`src/rtl/serial_deser.sv`:
```
// Serial-in/parallel-out word receiver with a sync-marker framer.
// Completed words go into a holding register that the consumer reads with a full/rd handshake.
module serial_deser #(
    parameter int WIDTH     = 8,
    parameter bit MSB_FIRST = 1'b1
) (
    input  logic             clk,
    input  logic             n_clr,
    input  logic             shift_en,
    input  logic             sync,
    input  logic             din,
    input  logic             rd,
    input  logic             clr_err,
    output logic [WIDTH-1:0] dout,
    output logic             full,
    output logic             valid,
    output logic             busy,
    output logic             ovr,
    output logic             ferr
);

    localparam int CW = $clog2(WIDTH);
    localparam logic [CW-1:0] LAST = CW'(WIDTH - 1);
    localparam logic [CW-1:0] ONE  = CW'(1);

    typedef enum logic {
        IDLE,
        SHIFT
    } state_t;

    state_t          state, state_nx;
    logic [CW-1:0]   cnt, cnt_nx;
    logic [WIDTH-1:0] sr, sr_nx, sr_shift;
    logic            complete, frame_err, accept, drop;

    assign sr_shift = MSB_FIRST ? {sr[WIDTH-2:0], din} : {din, sr[WIDTH-1:1]};

    // NOTE: every always_comb output gets a default first so no path can infer a latch.
    always_comb begin
        state_nx  = state;
        cnt_nx    = cnt;
        sr_nx     = sr;
        complete  = 1'b0;
        frame_err = 1'b0;
        if (shift_en) begin
            case (state)
                IDLE: begin
                    if (sync) begin
                        sr_nx    = sr_shift;
                        cnt_nx   = ONE;
                        state_nx = SHIFT;
                    end
                end
                SHIFT: begin
                    sr_nx = sr_shift;
                    if (sync) begin
                        // A marker mid-word aborts the fragment; the marker bit starts a fresh word.
                        frame_err = (cnt != '0);
                        cnt_nx    = ONE;
                    end else if (cnt == LAST) begin
                        complete = 1'b1;
                        cnt_nx   = '0;
                    end else begin
                        cnt_nx = cnt + ONE;
                    end
                end
                default: state_nx = IDLE;
            endcase
        end
    end

    assign accept = complete & (~full | rd);
    assign drop   = complete & full & ~rd;
    assign busy   = (state == SHIFT) && (cnt != '0);

    // NOTE: sequential state uses non-blocking assignments so all registers update from pre-edge values.
    always_ff @(posedge clk or negedge n_clr) begin
        if (!n_clr) begin
            state <= IDLE;
            cnt   <= '0;
            sr    <= '0;
            dout  <= '0;
            full  <= 1'b0;
            valid <= 1'b0;
            ovr   <= 1'b0;
            ferr  <= 1'b0;
        end else begin
            state <= state_nx;
            cnt   <= cnt_nx;
            sr    <= sr_nx;
            valid <= accept;
            if (accept) begin
                dout <= sr_shift;
                full <= 1'b1;
            end else if (rd) begin
                full <= 1'b0;
            end
            // Set events take priority over clr_err on the same edge.
            ovr  <= drop | (ovr & ~clr_err);
            ferr <= frame_err | (ferr & ~clr_err);
        end
    end

endmodule

```
`config.mk`:
```
export PLATFORM = sky130hd
export DESIGN_NAME = serial_deser
export DESIGN_NICKNAME = d
export VERILOG_FILES = /design/src/rtl/serial_deser.sv
export SDC_FILE = /design/constraint.sdc
export NUM_CORES = 1
export LEC_CHECK = 0
export ABC_AREA = 1
export BUFFER_PORTS_ARGS = -buffer_cell sky130_fd_sc_hd__clkbuf_2
export CAP_MARGIN = 0
export CORE_MARGIN = 10
export CORE_UTILIZATION = 47
export CTS_CLUSTER_DIAMETER = 150
export DETAILED_ROUTE_END_ITERATION = 6
export MAX_ROUTING_LAYER = met4
export PLACE_DENSITY_LB_ADDON = 0.2
export SKIP_CTS_REPAIR_TIMING = 1
export SYNTH_ARGS = -nofsm -noshare
export SYNTH_HDL_FRONTEND = slang
export SYNTH_SLANG_ARGS = --single-unit
```
`constraint.sdc`:
```
create_clock -name clk -period 1.2 [get_ports clk]
set_input_delay 0.24 -clock clk [delete_from_list [all_inputs] [get_ports clk]]
set_output_delay 0.24 -clock clk [all_outputs]
set_load 0.01 [all_outputs]
```
; Word level (Yosys, flattened, before mapping)
; Cells that the tools add are included.
[totals]
regBits = 23
latch_bits = 0
ramBits = 0
rom_bits = 0
inputBits = 7
out_inout_bits = 13
wordCells = 44
n_memories = 0
[op_classes]
add_sub_neg = 1
multipliers = 0
div = 0
order_cmp = 0
n_eq_ne = 2
shift = 0
mux = 17
bitwise_logic = 12
reduce_logical = 4
[op_table]
columns = cell, n
row1 = $pmux 7 s2, 1
row2 = $mux 1, 11
row3 = $mux 3, 3
row4 = $mux 7, 1
row5 = $pmux 3 s2, 1
row6 = $and 1x1->1, 5
row7 = $not 1->1, 4
row8 = $add 3x1->3 const B, 1
row9 = $eq 3x3->1 const B, 1
row10 = $or 1x1->1, 3
row11 = $reduce_bool 3->1, 1
row12 = $ne 2x2->1 const B, 1
row13 = $reduce_and 2->1, 1
row14 = $reduce_bool 2->1, 1
row15 = $logic_and 1x1->1, 1

; Longest topological paths before layout
; Gate-level depths: netlist (run 1).
[depth]
ltp_word = 8
depth_mapped = 7
depth_no_buf = 7

; Least setup slack after synthesis (run 1)
; Ideal clock, no wire load.
[synth_timing]
path_kind = flip-flop to flip-flop
start = register cnt[0]
end = register dout[0]
setup_time_ns = 0.117
arrival_ns = 1.071
required_time_ns = 1.083
setup_slack_ns = 0.012
path_stages_with_launch = 8
path_buffers = 0
synth_period_minus_slack_ns = 1.188
path_cell_list = dfrtp_1 > ha_1 > ha_1 > inv_1 > nor2_1 > nand3_4 > nand2_1 > nand2_1
[synth_between]
elab_chain_len = 6
[synth_rtl]
columns = element, line_no
row1 = from (decl), 32  ; logic [CW-1:0] cnt, cnt_nx;
row2 = from (signal assigned), 89  ; cnt <= cnt_nx;
row3 = $eq 3x3->1, 60  ; end else if (cnt == LAST) begin
row4 = $mux 1, 60
row5 = $mux 1, 56  ; if (sync) begin
row6 = $mux 1, 46  ; case (state)
row7 = $mux 1, 45  ; if (shift_en) begin
row8 = $and 1x1->1, 72  ; assign accept = complete & (~full | rd);
row9 = to (signal assigned), 93  ; dout <= sr_shift;
row10 = to (decl), 14  ; output logic [WIDTH-1:0] dout,
; No other way between the ends.
; A chain may end at the register's enable or synchronous reset.

; Final worst setup path (run 1)
[layout_timing]
start = register cnt[0]
end = output port busy
[layout_between]
elab_chain_len = 2
[layout_rtl]
columns = element, line_no
row1 = $reduce_bool 3->1, 74  ; assign busy = (state == SHIFT) && (cnt != '0);
row2 = $logic_and 1x1->1, 74
row3 = to (decl), 17  ; output logic busy,
; No other way between the ends.

==> metrics, run 1 <==
TritonCTS buffer count=3; nets=144; Fill cells=181; DRC Markers=0; Die W=67.1 um; vias in the first global route=689; initial drt markers=41; WHS=0.124 ns; clock latency at the later pin of the worst-skew pair=0.30 ns; Power Density=about 1400 mW/mm2; final WL=~1.9 mm; RSZ-0062 raised after global routing=yes; Net Count, Synth=approximately 120; gpl congestion=slightly below 0.8; switching power total=0.534 mW; # H-tree levels=1; Hold Crit Class=input pin to register; # port buffers=19; first-pass GRT wire length=3.19 mm; Post-Syn Area=0.00104 mm2; Pleak=about 0.7 nW; critical path endpoint category=primary output; crit share post-route=1.19; GRT Total Usage=0.0940; Antenna Nets Post-Route=0; vias per cell=4.65; Mapped Cells=106; Final Util=0.618; io pins=20; initial antenna violation count=0; Fin. Hold Viols=0; CP arrival=1.19 ns; Clock transition at path regs=0.13 ns; fmax=between 0.7 and 0.8 GHz; max-cap viol count=0; combinational power share=0.226; final setup fails=14; DR vias=roughly 740; Multi-input gate area=429 um2; CTS Sinks=23; number of diodes=0; CTS tree=yes; Synth-to-Final Area Change=21.0%; drt wl/cell=12.0 um; total grt overflow=0; Critical Path Source Type=register; drt pass-1 iters=4; CTS max path bufs=2; die height=67.1 um; sequential fraction of the synthesis area=0.552; worst slack at placement=-0.108 ns; Internal Pwr Total=1.18 mW; Net Sw Frac=0.311; synthesis-stage register bit count=23; Syn Area/Cell=just under 10 um2; Slew headroom=0.634; dpl hpwl=1.41 mm; TNS Setup=-2.16 ns; status=finished, violations left; Final WS setup=-0.227 ns; largest net degree at the start of global routing=24; CP Class=register to primary output; synth unique cells=17; row count=16; register area=576 um2; CP Data Required Time=around 0.96 ns; CTS root buf=clkbuf_4; Final Critical Period=~1.4 ns; Pins Over Slew Limit=0; Initial Utilization=0.510; Clock power frac=0.208; layout cells sized above 1=0.398; Seq pwr share=0.566; Peak VDD IR=0.000791 V; die area=0.00450 mm2; skew final=0.00233 ns; CORE AREA=0.00204 mm2; Worst-Margin Slew=0.549 ns; YS warnings=0; worst-path fanout max=3; violated checks=setup timing
-- power by group through the flow --
stage,clock network [mW],registers [mW],logic (mW)
finish,0.357,0.973,0.389
global route,0.403,0.987,0.440
CTS,0.371,0.972,0.362
detailed placement,0,0.988,0.361
global placement,0,0.982,0.354
floorplan,0,1.01,0.188
-- stage by stage --
| stage | instance area (um2) | total power [mW] | instances |
|---|---|---|---|
| 3_5_place_dp | 1160 | 1.35 | 152 |
| 6_report | 1260 | 1.72 | 160 |
| 4_1_cts | 1190 | 1.71 | 156 |
| 5_1_grt | 1260 | 1.83 | 160 |
| 2_1_floorplan | 1040 | 1.20 | 106 |
| 3_3_place_gp | 1160 | 1.34 | 152 |
-- area by class of cell --
class,count,area share
Clock buffer,3,0.0179
Clock inverter,1,0.00397
Inverter,16,0.0476
Multi-Input combinational cell,66,0.340
Sequential cell,23,0.456
Tap cell,27,0.0268
Timing Repair Buffer,24,0.107
-- critical path, cell delays in order, from the launching register on --
cell	delay, ns
dfrtp_1	0.40
inv_2	0.07
ha_4	0.15
a21oi_2	0.12
buf_2	0.14
-- flip-flops by register name, summed over array words and instances, names as in the netlist --
signal	count
sr	7
cnt	3
dout	8
full	1
ferr	1
valid	1
ovr	1
state	1
-- cells in the final DEF (no fill, tap or decap), drive strengths merged --
cell | synthesis | final
nor2 | 7 | 7
inv | 16 | 16
clkbuf | 0 | 21
nand2 | 33 | 33
buf | 2 | 5
dfrtp | 23 | 23
o21ai | 7 | 7
nand3 | 10 | 11
a21oi | 5 | 5
ha | 3 | 3
dlygate4sd3 | 0 | 1
clkinv | 0 | 1
-- cells by family after synthesis --
group | after synthesis | share of synthesized area
buf+inv | 18 | 0.0816
compound gates | 12 | 0.0864
flops | 23 | 0.552
fa+ha+maj | 3 | 0.0360
simple gates | 50 | 0.244
-- synth_stat cells, drive strengths merged --
| library cell | number | share of area |
|---|---|---|
| a21oi | 5 | 0.035 |
| o21ai | 7 | 0.052 |
| inv | 16 | 0.058 |
| nand3 | 10 | 0.060 |
| nand2 | 33 | 0.14 |
| buf | 2 | 0.024 |
| ha | 3 | 0.036 |
| dfrtp | 23 | 0.55 |
| nor2 | 7 | 0.041 |
-- per-layer routing --
layer	GRT usage	routed length (um)
met1	0.120	882
met2	0.134	888
met3	0.0251	128
met4	0.0462	21
met5	-	0
-- path summary, 6_finish.rpt --
kind / from / endpoint / slack (ns) / cells past startpoint
worst min register to register: dout[3] / dout[3] / 0.49 / 2
worst min-delay path: clr_err / ferr / 0.12 / 2
worst max-delay path: cnt[0] / busy / -0.23 / 4
min in group asynchronous: n_clr / dout[0] / 0.44 / 2
worst max register to register: cnt[0] / dout[5] / -0.18 / 8
max in group asynchronous: n_clr / sr[6] / 0.41 / 2
Power figures use the tool's default switching activity.
==> run 2, diff against run 1 <==
CELL_PAD_IN_SITES_DETAIL_PLACEMENT = 1   (was unset)
CELL_PAD_IN_SITES_GLOBAL_PLACEMENT = 1   (was unset)
CORE_UTILIZATION = 36   (was 47)
SETUP_SLACK_MARGIN = 0.4   (was unset)
==> metrics, run 2 (same netlist as run 1, synthesis figures left out) <==
GRT Total Usage=0.0839 (-0.0101); Top Metal Used=met4; fin cells=175 (+9.4%); Largest Register=dout; drt wl/cell=13.9 um (+15%); Power Density=1310 mW/mm2 (-4.1%); Placed Instances=156 (+2.6%); CTS root buf=clkbuf_4; layout cells sized above 1=0.535 (+0.136); Clock power frac=0.189 (-0.019); cell area after layout=0.00148 mm2 (+17%); vias per cell=4.63 (-0.46%); final WL=2.42 mm (+26%); critical path endpoint category=primary output; CTS tree=yes; io pins=20 (unchanged); dpl hpwl=1.65 mm (+17%); initial antenna violation count=0 (unchanged); CP arrival=1.18 ns (about the same); vias in the first global route=797 (+16%); # H-tree levels=1 (unchanged); CP Data Required Time=0.96 ns (about the same); Fin. Hold Viols=0 (unchanged); TNS Setup=-1.69 ns (+0.475 ns); die height=73.8 um (+10%); row count=19 (+3); Post-Route M1 WL=1.07 mm (+21%); # port buffers=19 (unchanged); CTS Sinks=23 (unchanged); Critical Path Source Type=register; placed instance area=0.00122 mm2 (+5.3%); Hold Crit Class=input pin to register; switching power total=0.608 mW (+14%); worst-path fanout max=3 (unchanged); RSZ-0062 raised after global routing=yes; nets=155 (+7.6%); skew final=0.00809 ns (+0.00576 ns); status=finished, violations left; Pleak=0.779 nW (+13%); Net Sw Frac=0.315 (+0.00440); Clock transition at path regs=0.12 ns (about the same); Peak VDD IR=0.000884 V (+12%); drt pass-1 iters=4 (unchanged); final setup fails=13 (-1); TritonCTS buffer count=3 (unchanged); Worst-Margin Slew=0.326 ns (-0.223 ns); CTS max path bufs=2 (unchanged); Final Critical Period=1.42 ns (-0.00442 ns); crit share post-route=1.19 (-0.00368); total grt overflow=0 (unchanged); largest registers=dout (8), sr (7), cnt (3); Antenna Nets Post-Route=0 (unchanged); max-cap viol count=0 (unchanged); first-pass GRT wire length=3.62 mm (+13%); Die W=73.8 um (+10%); die area=0.00545 mm2 (+21%); DR vias=810 (+8.9%); initial drt markers=10 (-76%); clock latency at the later pin of the worst-skew pair=0.31 ns (about the same); DRC Markers=0 (unchanged); combinational power share=0.305 (+0.079); largest net degree at the start of global routing=24 (unchanged); most frequent cells in the layout=23 x dfrtp_1, 18 x nand2_1, 13 x buf_4; number of diodes=0 (unchanged); max reg flops=8 (unchanged); gpl congestion=0.767 (-0.18%); Internal Pwr Total=1.32 mW (+12%); Routed met3 length=116 um (-9.4%); Seq pwr share=0.506 (-0.060); Power Total=1.93 mW (+12%); most common cell after layout, fill and taps aside=dfrtp_1; fmax=0.703 GHz (+0.31%); CORE AREA=0.00276 mm2 (+35%); Final WS setup=-0.222 ns (+0.00442 ns); Pins Over Slew Limit=0 (unchanged); met2 wire length=1.23 mm (+38%); CP Class=register to primary output; Slew headroom=0.782 (+0.148); Synth-to-Final Area Change=41.7%; Initial Utilization=0.378 (-0.132); Final Util=0.535 (-0.0823); violated checks=setup timing
[run 2: per-layer routing]
metal / track usage / up-vias
met5: - / -
met4: 0.0311 / 0
met3: 0.0215 / 2
met1: 0.0993 / 390
met2: 0.134 / 10
li1: - / 408
[run 2: path summary, 6_finish.rpt]
check / start / to / slack [ns] / cells after the start
worst max-delay path: cnt[0] / busy / -0.22 / 4
worst min-delay path: clr_err / ferr / 0.10 / 2
worst max register to register: cnt[0] / dout[7] / -0.17 / 8
worst min register to register: dout[2] / dout[2] / 0.49 / 2
max in group asynchronous: n_clr / cnt[2] / 0.54 / 3
min in group asynchronous: n_clr / valid / 0.42 / 3
[run 2: final cells by class]
cell class	instances	area, um2
multi-input combinational	67	531
sequential	23	576
clock inverter	1	5.00
tap	31	38.8
timing repair buffer	34	241
clock buffer	3	22.5
fill	298	1280
inverter	16	62.6
[run 2: worst max-delay path: stages, from the launching register on]
cell and delay [ns]:
dfrtp_1 0.40, inv_2 0.07, ha_4 0.16, a21oi_4 0.13, buf_6 0.12
[run 2: through the flow]
stage                     hold slack, ns  worst slack, ns
final                              0.101           -0.222
after global routing              0.0837           -0.284
after CTS                         -0.113           -0.304
after detailed placement           0.237          -0.0320
after global placement             0.233           0.0150
after floorplan                  -0.0556           0.0741
[run 2: power by group through the flow]
stage | clock network [mW] | logic, mW | registers [mW]
after global placement | 0 | 0.384 | 0.986
final | 0.364 | 0.588 | 0.977
after CTS | 0.379 | 0.402 | 0.977
after detailed placement | 0 | 0.400 | 0.994
after floorplan | 0 | 0.217 | 1.01
after global routing | 0.415 | 0.651 | 0.993
==> run 3, diff against run 2 <==
CTS_CLUSTER_DIAMETER = 200   (was 150)
GPL_TIMING_DRIVEN = 0   (was unset)
==> metrics, run 3 (same netlist as run 1, synthesis figures left out) <==
most common cell after layout, fill and taps aside=dfrtp_1; status=finished, violations left; largest registers=dout (8), sr (7), cnt (3); Worst-Margin Slew=0.597 ns (+0.271 ns); initial antenna violation count=0 (unchanged); io pins=20 (unchanged); # port buffers=19 (unchanged); Peak VDD IR=0.000867 V (-1.9%); Die W=73.8 um (unchanged); number of diodes=0 (unchanged); Antenna Nets Post-Route=0 (unchanged); Initial Utilization=0.378 (unchanged); Hold Crit Class=input pin to asynchronous set/reset pin; Largest Register=dout; drt wl/cell=14.0 um (+1.2%); fmax=0.700 GHz (-0.39%); die area=0.00545 mm2 (unchanged); layout cells sized above 1=0.535 (about the same); met3 GRT Util=0.0310 (+0.00942); crit share post-route=1.19 (+0.00466); Pins Over Slew Limit=0 (unchanged); Reg2Reg Capture Point=dout[4]; GRT Total Usage=0.0839 (about the same); RSZ-0062 raised after global routing=yes; Slew headroom=0.602 (-0.180); CP Data Required Time=0.96 ns (about the same); CTS Sinks=23 (unchanged); Clock transition at path regs=0.13 ns (about the same); initial drt markers=38 (+28); CP Class=register to primary output; total grt overflow=0 (unchanged); CTS root buf=clkbuf_4; max-cap viol count=0 (unchanged); Placed Instances=156 (unchanged); DR vias=832 (+2.7%); worst-path fanout max=3 (unchanged); routing usage on met2=0.125 (-0.00852); die height=73.8 um (unchanged); critical path endpoint category=primary output; RR Startpoint=cnt[0]; WHS=-0.0908 ns (-0.192 ns); Fin. Hold Viols=23 (+23); CP arrival=1.19 ns (about the same); gr busiest metal=met2; Pleak=0.774 nW (-0.69%); DRC Markers=0 (unchanged); nets=153 (-1.3%); max reg flops=8 (unchanged); row count=19 (unchanged); final setup fails=12 (-1); clock latency at the later pin of the worst-skew pair=0.31 ns (about the same); Final Critical Period=1.43 ns (+0.00559 ns); skew final=0.00712 ns (-0.000969 ns); # H-tree levels=1 (unchanged); largest net degree at the start of global routing=24 (unchanged); TritonCTS buffer count=3 (unchanged); Critical Path Source Type=register; most frequent cells in the layout=23 x dfrtp_1, 17 x nand2_1, 11 x inv_1, 11 x nand2_2, 10 x buf_4; CTS max path bufs=2 (unchanged); dpl hpwl=1.63 mm (-0.80%); R2R depth=7 (-1); CTS tree=yes; Power Density=1300 mW/mm2 (-0.88%); register-to-register setup slack=-0.14 ns (+0.03 ns); CORE AREA=0.00276 mm2 (unchanged); TNS Setup=-1.36 ns (+0.326 ns); violated checks=hold timing, setup timing; met1 Use GR=0.103 (+0.00378); vias in the first global route=758 (-4.9%); vias per cell=4.81 (+3.9%); first-pass GRT wire length=3.60 mm (-0.39%); final WL=2.43 mm (about the same); gpl congestion=0.691 (-10%); Final WS setup=-0.228 ns (-0.00559 ns); Synth-to-Final Area Change=42.4%; drt pass-1 iters=2 (-2); fin cells=173 (-1.1%)
[run 3: where the power goes]
| part | internal [mW] | switching, mW | total [mW] |
|---|---|---|---|
| registers | 0.895 | 0.0928 | 0.988 |
| logic | 0.303 | 0.271 | 0.574 |
| clock network | 0.129 | 0.231 | 0.360 |
[run 3: area by class of cell]
class | count | area (um2)
plain buffers | 2 | 25.0
clock buffers | 4 | 26.3
fillers | 304 | 1270
inverters | 16 | 62.6
multi-input cells | 67 | 517
flip-flops and latches | 23 | 576
well taps | 31 | 38.8
repair buffers | 30 | 239
[run 3: how the worst max path moves through the flow]
stage	startpoint	end	slack [ns]	cells after the start
after global routing	cnt[0]	busy	-0.30	4
after CTS	cnt[0]	busy	-0.28	4
after global placement	cnt[0]	dout[5]	-0.02	7
after floorplan	cnt[0]	dout[1]	0.07	7
final	cnt[0]	busy	-0.23	4
after detailed placement	cnt[0]	dout[6]	-0.05	7
[run 3: per-layer routing]
layer	wire, um	vias up
met5	0	-
met4	12	0
met3	105	2
met2	1220	14
met1	1090	409
li1	-	407
[run 3: worst max-delay path, stage by stage, from the launching register on]
cell and delay [ns]:
dfrtp_1 0.41, inv_2 0.07, ha_4 0.16, a21oi_4 0.13
buf_6 0.12
[run 3: metrics by stage]
step	util	hold slack (ns)	setup slack, ns	total power [mW]	area [um2]
global placement	0.447	0.263	-0.0158	1.38	1230
finish	0.538	-0.0908	-0.228	1.92	1480
floorplan	-	-0.0556	0.0741	1.23	1100
detailed placement	0.447	0.273	-0.0502	1.40	1230
global route	0.538	-0.0685	-0.301	2.05	1480
CTS	0.456	-0.0780	-0.285	1.76	1260
